===== src/rtl/pulse_meter_pkg.sv =====
// ---------------------------------------------------------------------------
// pulse_meter_pkg
// Shared types and constants for the pulse rate meter.
//   state_t      : gate FSM states (IDLE, COUNT)
//   CNT_W        : width of every counter, gap and length value
//   ALL_ONES     : saturation value for CNT_W-wide counters
//   GATE_DEFAULT : gate length after reset (1 s at 50 MHz)
//   sat_inc()    : increment that sticks at ALL_ONES
// ---------------------------------------------------------------------------
package pulse_meter_pkg;

    localparam int CNT_W = 32;

    localparam logic [CNT_W-1:0] ALL_ONES = {CNT_W{1'b1}};

    localparam logic [CNT_W-1:0] GATE_DEFAULT = 32'd50000000;

    typedef enum logic {
        IDLE  = 1'b0,
        COUNT = 1'b1
    } state_t;

    function automatic logic [CNT_W-1:0] sat_inc(input logic [CNT_W-1:0] value);
        return (value == ALL_ONES) ? value : value + 1'b1;
    endfunction

endpackage


===== src/rtl/pulse_rate_meter_if.sv =====
// ---------------------------------------------------------------------------
// pulse_rate_meter_if
// Result handshake between the meter and its consumer (host or readout).
//   count, min_gap, max_gap, saturated : results of the last completed gate
//   result_valid                       : a new result is waiting
//   result_ack                         : consumer has taken the result
//   overrun                            : a result was overwritten unacked
// Modports: master = meter side, slave = consumer side.
// ---------------------------------------------------------------------------
interface pulse_rate_meter_if;
    import pulse_meter_pkg::*;

    logic [CNT_W-1:0] count;
    logic [CNT_W-1:0] min_gap;
    logic [CNT_W-1:0] max_gap;
    logic             saturated;
    logic             result_valid;
    logic             result_ack;
    logic             overrun;

    modport master (
        output count,
        output min_gap,
        output max_gap,
        output saturated,
        output result_valid,
        output overrun,
        input  result_ack
    );

    modport slave (
        input  count,
        input  min_gap,
        input  max_gap,
        input  saturated,
        input  result_valid,
        input  overrun,
        output result_ack
    );

endinterface


===== src/rtl/pulse_edge_sync.sv =====
// ---------------------------------------------------------------------------
// pulse_edge_sync
// Brings pulse_in into the clk domain through SYNC_STAGES flops and emits a
// one-cycle strobe on each rising edge of the synchronised level. The strobe
// appears SYNC_STAGES+1 cycles after the input rises; a long high level
// produces a single strobe.
//   clk, rst_n : clock, asynchronous active-low reset
//   pulse_in   : raw pulse stream
//   edge_det   : registered rising-edge strobe
// ---------------------------------------------------------------------------
module pulse_edge_sync #(
    parameter int unsigned SYNC_STAGES = 2
) (
    input  logic clk,
    input  logic rst_n,
    input  logic pulse_in,
    output logic edge_det
);

    logic synced;
    logic synced_prev;

    // SYNC_STAGES = 0 means the source already lives in the clk domain.
    if (SYNC_STAGES == 0) begin : g_direct
        assign synced = pulse_in;
    end else begin : g_chain
        logic [SYNC_STAGES-1:0] chain;

        always_ff @(posedge clk or negedge rst_n) begin
            if (!rst_n) begin
                chain <= '0;
            end else begin
                chain[0] <= pulse_in;
                for (int i = 1; i < SYNC_STAGES; i++) begin
                    chain[i] <= chain[i-1];
                end
            end
        end

        assign synced = chain[SYNC_STAGES-1];
    end

    always_ff @(posedge clk or negedge rst_n) begin
        if (!rst_n) begin
            synced_prev <= 1'b0;
            edge_det    <= 1'b0;
        end else begin
            synced_prev <= synced;
            edge_det    <= synced & ~synced_prev;
        end
    end

endmodule


===== src/rtl/pulse_rate_meter.sv =====
// ---------------------------------------------------------------------------
// pulse_rate_meter
// Counts rising edges of pulse_in over a gate of L clk cycles and records
// the smallest and largest edge-to-edge gap inside that gate. Results are
// handed over through a valid/ack handshake; gates run single-shot or
// back-to-back with zero dead time.
//   clk, rst_n   : clock, asynchronous active-low reset
//   pulse_in     : pulse stream under measurement
//   gate_len     : gate length in cycles, loaded on gate_len_wr (0 -> 1)
//   gate_len_wr  : load strobe for gate_len
//   start        : begin a gate when idle
//   continuous   : at gate end, start the next gate immediately
//   busy         : a gate is open
//   res          : result handshake (see pulse_rate_meter_if)
// ---------------------------------------------------------------------------
module pulse_rate_meter #(
    parameter int unsigned SYNC_STAGES  = 2,
    parameter logic [31:0] GATE_DEFAULT = pulse_meter_pkg::GATE_DEFAULT
) (
    input  logic        clk,
    input  logic        rst_n,
    input  logic        pulse_in,
    input  logic [31:0] gate_len,
    input  logic        gate_len_wr,
    input  logic        start,
    input  logic        continuous,
    output logic        busy,
    pulse_rate_meter_if.master res
);
    import pulse_meter_pkg::*;

    state_t state_q;
    state_t state_d;

    logic             edge_det;
    logic             gate_start;
    logic             gate_end;

    logic [CNT_W-1:0] gate_reg;
    logic [CNT_W-1:0] cur_len;
    logic [CNT_W-1:0] cyc;
    logic [CNT_W-1:0] gap_cnt;

    logic [CNT_W-1:0] acc_count;
    logic [CNT_W-1:0] acc_min;
    logic [CNT_W-1:0] acc_max;
    logic             acc_sat;

    logic [CNT_W-1:0] upd_count;
    logic [CNT_W-1:0] upd_min;
    logic [CNT_W-1:0] upd_max;
    logic             upd_sat;

    logic [CNT_W-1:0] r_count;
    logic [CNT_W-1:0] r_min;
    logic [CNT_W-1:0] r_max;
    logic             r_sat;
    logic             r_valid;
    logic             r_overrun;

    pulse_edge_sync #(
        .SYNC_STAGES (SYNC_STAGES)
    ) u_edge_sync (
        .clk      (clk),
        .rst_n    (rst_n),
        .pulse_in (pulse_in),
        .edge_det (edge_det)
    );

    always_ff @(posedge clk or negedge rst_n) begin
        if (!rst_n) begin
            state_q <= IDLE;
        end else begin
            state_q <= state_d;
        end
    end

    // Gate end in continuous mode is also a gate start, so the new gate's
    // cycle 0 immediately follows the old gate's last cycle.
    always_comb begin
        state_d    = state_q;
        gate_start = 1'b0;
        gate_end   = 1'b0;
        case (state_q)
            IDLE: begin
                if (start) begin
                    state_d    = COUNT;
                    gate_start = 1'b1;
                end
            end
            COUNT: begin
                if (cyc == cur_len - 1'b1) begin
                    gate_end = 1'b1;
                    if (continuous) begin
                        gate_start = 1'b1;
                    end else begin
                        state_d = IDLE;
                    end
                end
            end
            default: state_d = IDLE;
        endcase
    end

    // Accumulator values including this cycle's edge, so an edge in the last
    // gate cycle still lands in the latched result. A non-zero count means an
    // earlier edge exists in this gate and gap_cnt is a valid gap.
    always_comb begin
        upd_count = acc_count;
        upd_min   = acc_min;
        upd_max   = acc_max;
        upd_sat   = acc_sat;
        if (edge_det) begin
            if (acc_count == ALL_ONES) begin
                upd_sat = 1'b1;
            end else begin
                upd_count = acc_count + 1'b1;
            end
            if (acc_count != '0) begin
                if (gap_cnt == ALL_ONES) begin
                    upd_sat = 1'b1;
                end
                if (gap_cnt < acc_min) begin
                    upd_min = gap_cnt;
                end
                if (gap_cnt > acc_max) begin
                    upd_max = gap_cnt;
                end
            end
        end
    end

    // Zero would mean an endless gate, so it is stored as the shortest one.
    always_ff @(posedge clk or negedge rst_n) begin
        if (!rst_n) begin
            gate_reg <= GATE_DEFAULT;
        end else if (gate_len_wr) begin
            gate_reg <= (gate_len == '0) ? 32'd1 : gate_len;
        end
    end

    // The length is captured at gate start so mid-gate writes only affect
    // the following gate.
    always_ff @(posedge clk or negedge rst_n) begin
        if (!rst_n) begin
            cur_len <= 32'd1;
            cyc     <= '0;
        end else if (gate_start) begin
            cur_len <= gate_reg;
            cyc     <= '0;
        end else if (state_q == COUNT) begin
            cyc <= cyc + 1'b1;
        end
    end

    // Free-running gap counter: holds the cycles elapsed since the last edge.
    always_ff @(posedge clk or negedge rst_n) begin
        if (!rst_n) begin
            gap_cnt <= '0;
        end else if (edge_det) begin
            gap_cnt <= 32'd1;
        end else begin
            gap_cnt <= sat_inc(gap_cnt);
        end
    end

    always_ff @(posedge clk or negedge rst_n) begin
        if (!rst_n) begin
            acc_count <= '0;
            acc_min   <= ALL_ONES;
            acc_max   <= '0;
            acc_sat   <= 1'b0;
        end else if (gate_start) begin
            acc_count <= '0;
            acc_min   <= ALL_ONES;
            acc_max   <= '0;
            acc_sat   <= 1'b0;
        end else if (state_q == COUNT) begin
            acc_count <= upd_count;
            acc_min   <= upd_min;
            acc_max   <= upd_max;
            acc_sat   <= upd_sat;
        end
    end

    // A latch coinciding with an ack replaces the acked result, so valid
    // stays high and no overrun is flagged.
    always_ff @(posedge clk or negedge rst_n) begin
        if (!rst_n) begin
            r_count   <= '0;
            r_min     <= '0;
            r_max     <= '0;
            r_sat     <= 1'b0;
            r_valid   <= 1'b0;
            r_overrun <= 1'b0;
        end else if (gate_end) begin
            r_count <= upd_count;
            r_min   <= upd_min;
            r_max   <= upd_max;
            r_sat   <= upd_sat;
            r_valid <= 1'b1;
            if (r_valid && !res.result_ack) begin
                r_overrun <= 1'b1;
            end else if (r_valid && res.result_ack) begin
                r_overrun <= 1'b0;
            end
        end else if (r_valid && res.result_ack) begin
            r_valid   <= 1'b0;
            r_overrun <= 1'b0;
        end
    end

    assign busy             = (state_q == COUNT);
    assign res.count        = r_count;
    assign res.min_gap      = r_min;
    assign res.max_gap      = r_max;
    assign res.saturated    = r_sat;
    assign res.result_valid = r_valid;
    assign res.overrun      = r_overrun;

endmodule


===== src/flat_wrapper.sv =====
// flat-port wrapper written by rule: the top's interface ports become plain ports
module pulse_rate_meter_flat import pulse_meter_pkg::*;
#(
    parameter int unsigned SYNC_STAGES  = 2,
    parameter logic [31:0] GATE_DEFAULT = pulse_meter_pkg::GATE_DEFAULT
)
  (clk, rst_n, pulse_in, gate_len, gate_len_wr, start, continuous, busy, res_count, res_min_gap, res_max_gap, res_saturated, res_result_valid, res_overrun, res_result_ack);
  pulse_rate_meter_if res_i ();
  input  logic clk;
  input  logic rst_n;
  input  logic pulse_in;
  input  logic [31:0] gate_len;
  input  logic gate_len_wr;
  input  logic start;
  input  logic continuous;
  output logic busy;
  output wire logic [$bits(res_i.count)-1:0] res_count;
  output wire logic [$bits(res_i.min_gap)-1:0] res_min_gap;
  output wire logic [$bits(res_i.max_gap)-1:0] res_max_gap;
  output wire logic [$bits(res_i.saturated)-1:0] res_saturated;
  output wire logic [$bits(res_i.result_valid)-1:0] res_result_valid;
  output wire logic [$bits(res_i.overrun)-1:0] res_overrun;
  input wire logic [$bits(res_i.result_ack)-1:0] res_result_ack;
  assign res_count = res_i.count;
  assign res_min_gap = res_i.min_gap;
  assign res_max_gap = res_i.max_gap;
  assign res_saturated = res_i.saturated;
  assign res_result_valid = res_i.result_valid;
  assign res_overrun = res_i.overrun;
  assign res_i.result_ack = res_result_ack;
  pulse_rate_meter #(.SYNC_STAGES(SYNC_STAGES), .GATE_DEFAULT(GATE_DEFAULT)) u_core (.clk(clk), .rst_n(rst_n), .pulse_in(pulse_in), .gate_len(gate_len), .gate_len_wr(gate_len_wr), .start(start), .continuous(continuous), .busy(busy), .res(res_i));
endmodule

===== config.mk =====
export PLATFORM = sky130hd
export DESIGN_NAME = pulse_rate_meter_flat
export DESIGN_NICKNAME = d
export VERILOG_FILES = /design/src/rtl/pulse_meter_pkg.sv /design/src/rtl/pulse_rate_meter_if.sv /design/src/rtl/pulse_edge_sync.sv /design/src/rtl/pulse_rate_meter.sv /design/src/flat_wrapper.sv
export SDC_FILE = /design/constraint.sdc
export NUM_CORES = 1
export LEC_CHECK = 0
export CORE_MARGIN = 2
export CORE_UTILIZATION = 40
export CTS_CLUSTER_DIAMETER = 100
export DETAILED_ROUTE_END_ITERATION = 7
export GPL_ROUTABILITY_DRIVEN = 0
export MAX_ROUTING_LAYER = met4
export PLACE_DENSITY_LB_ADDON = 0.2
export SLEW_MARGIN = 20
export SYNTH_ARGS = -nofsm -noshare
export SYNTH_HDL_FRONTEND = slang
export SYNTH_HIERARCHICAL = 1
export SYNTH_SLANG_ARGS = --single-unit

===== constraint.sdc =====
create_clock -name clk -period 9.82 [get_ports clk]
set_input_delay 1.964 -clock clk [delete_from_list [all_inputs] [get_ports clk]]
set_output_delay 1.964 -clock clk [all_outputs]
set_load 0.02 [all_outputs]

==> results of run 1 <==
[through the flow]
stage / std cells / worst slack (ns) / hold slack, ns / power, W
2_1_floorplan: 1862 / 6.23 / 0.331 / 0.00201
3_3_place_gp: 2505 / 4.57 / 0.336 / 0.00219
4_1_cts: 2575 / 4.65 / 0.351 / 0.00367
3_5_place_dp: 2505 / 4.44 / 0.339 / 0.00220
6_report: 2577 / 4.57 / 0.347 / 0.00363
5_1_grt: 2577 / 4.34 / 0.364 / 0.00382
[power by group through the flow]
stage / clock [W] / sequential (W) / combinational (W)
6_report: 0.00145 / 0.00162 / 0.000558
5_1_grt: 0.00154 / 0.00164 / 0.000630
3_5_place_dp: 0 / 0.00165 / 0.000556
3_3_place_gp: 0 / 0.00164 / 0.000546
2_1_floorplan: 0 / 0.00158 / 0.000429
4_1_cts: 0.00149 / 0.00162 / 0.000560
[routing by layer]
| metal | GRT usage | routed length, um | vias up |
|---|---|---|---|
| li1 | - | - | 6801 |
| met1 | 0.270 | 21600 | 6970 |
| met2 | 0.332 | 22400 | 312 |
| met3 | 0.0350 | 2110 | 104 |
| met4 | 0.0694 | 1390 | 0 |
| met5 | - | 0 | - |
[Yosys cell counts (11+ instances only)]
master | n | area share
a221oi_2 | 29 | 0.024
nor3_1 | 32 | 0.0088
and4_1 | 11 | 0.0053
xor2_1 | 60 | 0.029
a21o_1 | 17 | 0.0070
inv_1 | 115 | 0.024
nor4_1 | 63 | 0.022
dfstp_2 | 45 | 0.065
buf_2 | 12 | 0.0033
nand4_1 | 75 | 0.026
o211ai_1 | 39 | 0.016
nor2_1 | 143 | 0.029
a31oi_1 | 15 | 0.0051
or3_1 | 15 | 0.0051
nand2_1 | 191 | 0.039
o21ai_0 | 104 | 0.029
clkbuf_1 | 80 | 0.016
ha_1 | 68 | 0.047
mux2i_1 | 69 | 0.038
xnor2_1 | 82 | 0.039
dfrtp_1 | 284 | 0.39
buf_1 | 14 | 0.0029
and3_1 | 13 | 0.0045
nand3_1 | 54 | 0.015
mux2_2 | 64 | 0.039
a21oi_1 | 31 | 0.0085
[final timing paths]
kind	cells past startpoint	slack, ns	to	start
max in group asynchronous	2	6.93	u_core/busy	rst_n
max	12	4.57	u_core/cur_len[20]	u_core/cur_len[1]
max reg2reg	12	4.57	u_core/cur_len[20]	u_core/cur_len[1]
min reg2reg	0	0.35	u_core/u_edge_sync/g_chain.chain[1]	u_core/u_edge_sync/g_chain.chain[0]
min	0	0.35	u_core/u_edge_sync/g_chain.chain[1]	u_core/u_edge_sync/g_chain.chain[0]
min in group asynchronous	1	1.44	u_core/acc_max[14]	rst_n
[final cells by class]
cell class              count  share of cell area
well taps                 600              0.0351
inverters                 116              0.0204
diodes                      1            0.000117
clock inverters            10             0.00492
flip-flops and latches    329               0.388
multi-input cells        1303               0.425
clock buffers              60              0.0546
repair buffers            158              0.0725
[worst register-to-register path, delay by kind of cell (launching register included)]
kind | cells | cell delay [ns]
AO/OA/AOI/OAI | 2 | 0.87
flip-flops | 1 | 0.41
buffers and inverters | 3 | 1.27
multiplexers | 1 | 0.44
adder cells (fa/ha/maj) | 1 | 0.30
AND/OR/NAND/NOR | 5 | 1.85
[logic make-up (layout without fill, tap and decap cells)]
logic type | count (synthesis) | after routing | share of synthesized area
compound gates | 294 | 294 | 0.115
xor+xnor | 142 | 142 | 0.0681
fa+ha+maj | 68 | 68 | 0.0466
buf+inv | 230 | 344 | 0.0514
flops | 329 | 329 | 0.454
mux | 137 | 137 | 0.0806
other cells | 0 | 1 | 0
simple gates | 662 | 662 | 0.184
==> flow_summary.yaml, run 1 <==
yosys:
  yosysWarnings: 6
  synthCells: 1862
  synth_flop_cell: "dfrtp_1"
  synthesis.area_mm2: 0.0183
  synthArstFlopShare: 1.00
  yosys_register_bits: 329
  yosysSeqAreaShare: 0.454
  synth.distinct_cells: 77
  syn_nets: 1969
  syn-mean-instance-area_um2: 9.80
  synth-edff-count: 0
final_layout:
  multiInputGateArea_mm2: 0.00908
  regArea_mm2: 0.00829
  drive_above_1_share: 0.126
  synthToLayoutAreaGrowth_pct: 17.1
  post-route-util: 0.473
  final_cell_mix: "dfrtp_1 (283), nand2_1 (191), nor2_1 (142)"
  nNetsFinal: 2053
  final_area_mm2: 0.0214
  nFillCells: 4278
  layout_commonest_cell: "dfrtp_1"
global_route:
  grt_max_degree: 109
  grt_pass1_wl_um: 77200
  grt_util_all_layers: 0.208
  overflow: 0
  antenna_found_initial: 1
  grt_pass1_vias: 14300
flow_run:
  timing.max_cap.violations: 0
drt:
  vias_per_cell: 5.51
  antenna_left: 0
  routedWlPerCell_um: 18.4
  drt_pass1_iterations: 5
  drt_first_iter_violations: 943
  drc_errors: 0
  vias: 14200
  wl_um: 47500
power:
  p_leak_nw: 9.19
  power_frac_comb: 0.154
  p_seq_frac: 0.448
  p_per_area_mw_per_mm2: 170
  switching_power_w: 0.00103
  p_sw_frac: 0.284
  p_clk_frac: 0.399
  intPower_w: 0.00260
  peakVddDrop_mv: 0.109
critical_path:
  arrival_ns: 5.68
  critPathTopFamily: "simple AND/OR/NAND/NOR gates"
  slowest_stage: "buf_4"
  max_stage_delay_ns: 0.67
  crit_fanout: 56
  worstSetupEndpointType: "register"
  path_buf_inv: 3
  path_class: "reg -> reg"
  start_kind: "register"
  cp.required_ns: 10.26
  worstPathCellList: "inv_1, ha_1, nor4b_2, nand4_1, or2_0, a221oi_1, nand4_1, nor4b_4, buf_4, a21o_2, buf_4, mux2_2"
floorplanning:
  fp.dieW_um: 218
  fp-row-count: 78
  boundaryPins: 139
  die-area_mm2: 0.0474
  start_util: 0.404
  die_h_um: 218
  fp.coreArea_mm2: 0.0452
clocking:
  htreeDepth: 2
  cts_root_buf: "clkbuf_16"
  cts_buffer_depth: 3
  numCtsBuffers: 38
  clk_latency_ns: 0.56
  cts.sinks: 329
  cts_resized: 0
  cts_hold_buf: 0
  path_clk_slew_ns: 0.06
  cts_setup_buffers: 0
  cts_tree: "built"
worst_hold_path:
  hold_path.class: "reg -> reg"
sta:
  rsz0062_at_grt: "false"
  hold_viol_final: 0
  fin_crit_ns: 5.25
  tns_ns: 0
  slew_headroom: 0.280
  period_share: 0.534
  clock_skew_ns: 0.0200
  drv_slew: 0
  finalSetupViolCount: 0
  max_freq_mhz: 191
  tightest_slew_ns: 1.08
place:
  place_area_mm2: 0.0201
  numPortBuffers: 138
  post-dp-hpwl_um: 31700
run_status:
  status: "complete, no violations"
Note: power is estimated with default switching activity, not from simulation.
==> run 2, diff against run 1 <==
clock period = 5 ns   (was 9.82 ns; I/O delays follow)
==> run 2 against run 1 <==
Clock power rose by 100%; first-iteration DRC count increased by 4.1%; register-to-register slack got worse by 4.0 ns; sequential power grew 97%; critical path depth shrank 4; via count increased by 0.97%; combinational power increased by 97%; total power grew 98%; sequential share of layout area decreased by 0.22 points; global-route usage shrank 0.050 points; non-clock buffer count grew 6; largest power group unchanged.
==> flow_summary.yaml, run 2 (synthesis gave the netlist of run 1 again) <==
power:
  p_sw_frac: 0.281
  p_clk_frac: 0.404
  p_per_area_mw_per_mm2: 335
  intPower_w: 0.00517
  power_frac_comb: 0.153
  total_power_w: 0.00719
  peakVddDrop_mv: 0.199
  switching_power_w: 0.00202
  p_leak_nw: 9.25
  p_seq_frac: 0.443
floorplanning:
  fp-row-count: 78
  fp.coreArea_mm2: 0.0452
  boundaryPins: 139
  fp.dieW_um: 218
  die_h_um: 218
  start_util: 0.404
  die-area_mm2: 0.0474
clocking:
  htreeDepth: 2
  numCtsBuffers: 39
  cts_hold_buf: 0
  cts_setup_buffers: 0
  cts_root_buf: "clkbuf_16"
  cts.sinks: 329
  cts_buffer_depth: 3
  cts_resized: 0
  cts_tree: "built"
  path_clk_slew_ns: 0.06
  clk_latency_ns: 0.56
final_layout:
  final_cell_mix: "dfrtp_1 (283), nand2_1 (191), nor2_1 (142)"
  multiInputGateArea_mm2: 0.00907
  nFillCells: 4230
  instances_no_fill: 2584
  layout_commonest_cell: "dfrtp_1"
  drive_above_1_share: 0.129
  synthToLayoutAreaGrowth_pct: 17.8
  nNetsFinal: 2060
  post-route-util: 0.476
  regArea_mm2: 0.00829
  final_area_mm2: 0.0215
drt:
  antenna_left: 0
  wl_um: 47100
  drt_first_iter_violations: 982
  routedWlPerCell_um: 18.2
  drc_errors: 0
  drt_pass1_iterations: 6
  vias_per_cell: 5.54
  vias: 14300
critical_path:
  path_class: "reg -> reg"
  slowest_stage: "or4b_2"
  arrival_ns: 4.83
  path_buf_inv: 0
  worstSetupEndpointType: "register"
  regToRegSetupSlack_ns: 0.62
  start_kind: "register"
  cp.required_ns: 5.45
  critPathTopFamily: "simple AND/OR/NAND/NOR gates"
  max_stage_delay_ns: 0.71
  crit_fanout: 32
  worstPathCellList: "or4_1, nor3_1, nand3_1, mux2i_1, or4b_4, or4b_2, and3_2, a221oi_1"
place:
  place_area_mm2: 0.0202
  post-dp-hpwl_um: 32100
  dp.cells: 2512
  numPortBuffers: 138
global_route:
  grt_pass1_vias: 14400
  grt_pass1_wl_um: 76900
  antenna_found_initial: 1
  overflow: 0
  grt_util_all_layers: 0.208
  grt_max_degree: 103
sta:
  drv_slew: 0
  clock_skew_ns: 0.0204
  hold_viol_final: 0
  tns_ns: 0
  slew_headroom: 0.244
  tightest_slew_ns: 1.13
  period_share: 0.876
  fin_crit_ns: 4.38
  finalSetupViolCount: 0
  max_freq_mhz: 228
  rsz0062_at_grt: "false"
worst_hold_path:
  hold_path.class: "reg -> reg"
run_status:
  status: "complete, no violations"
flow_run:
  timing.max_cap.violations: 0
==> run 2: final timing paths <==
path                            cells after the start                           startpoint                             endpoint
min in group asynchronous                           1                                rst_n                   u_core/acc_max[18]
worst max-delay path                                8                    u_core/cur_len[5]                    u_core/acc_min[1]
worst min-delay path                                0  u_core/u_edge_sync/g_chain.chain[0]  u_core/u_edge_sync/g_chain.chain[1]
worst min register to register                      0  u_core/u_edge_sync/g_chain.chain[0]  u_core/u_edge_sync/g_chain.chain[1]
max in group asynchronous                           2                                rst_n                  u_core/gate_reg[23]
worst max register to register                      8                    u_core/cur_len[5]                    u_core/acc_min[1]
==> run 2: area by class of cell <==
cell class | instances | share of cell area
clock buffer | 60 | 0.0548
sequential | 329 | 0.386
clock inverter | 11 | 0.00652
tap | 600 | 0.0349
inverter | 116 | 0.0203
timing repair buffer | 164 | 0.0759
antenna | 1 | 0.000116
multi-input combinational | 1303 | 0.422
==> run 2: power groups by stage <==
stage | Clock, W | Combinational [W] | Sequential, W
after floorplan | 0 | 0.000843 | 0.00311
after global placement | 0 | 0.00107 | 0.00322
after detailed placement | 0 | 0.00110 | 0.00323
after CTS | 0.00300 | 0.00111 | 0.00319
after global routing | 0.00311 | 0.00123 | 0.00322
final | 0.00291 | 0.00110 | 0.00319
==> run 2: layer usage <==
metal  routed length [um]  GRT usage  vias to the layer above
met5                    0          -                        -
met4                 1330     0.0701                        0
met3                 2070     0.0291                       99
met2                22300      0.331                      331
met1                21400      0.273                     7071
li1                     -          -                     6824
==> run 2: through the flow <==
stage / hold slack (ns) / worst slack (ns)
global route: 0.361 / 0.324
global placement: 0.339 / 0.780
CTS: 0.356 / 0.670
finish: 0.352 / 0.618
floorplan: 0.331 / 1.47
detailed placement: 0.343 / 0.691
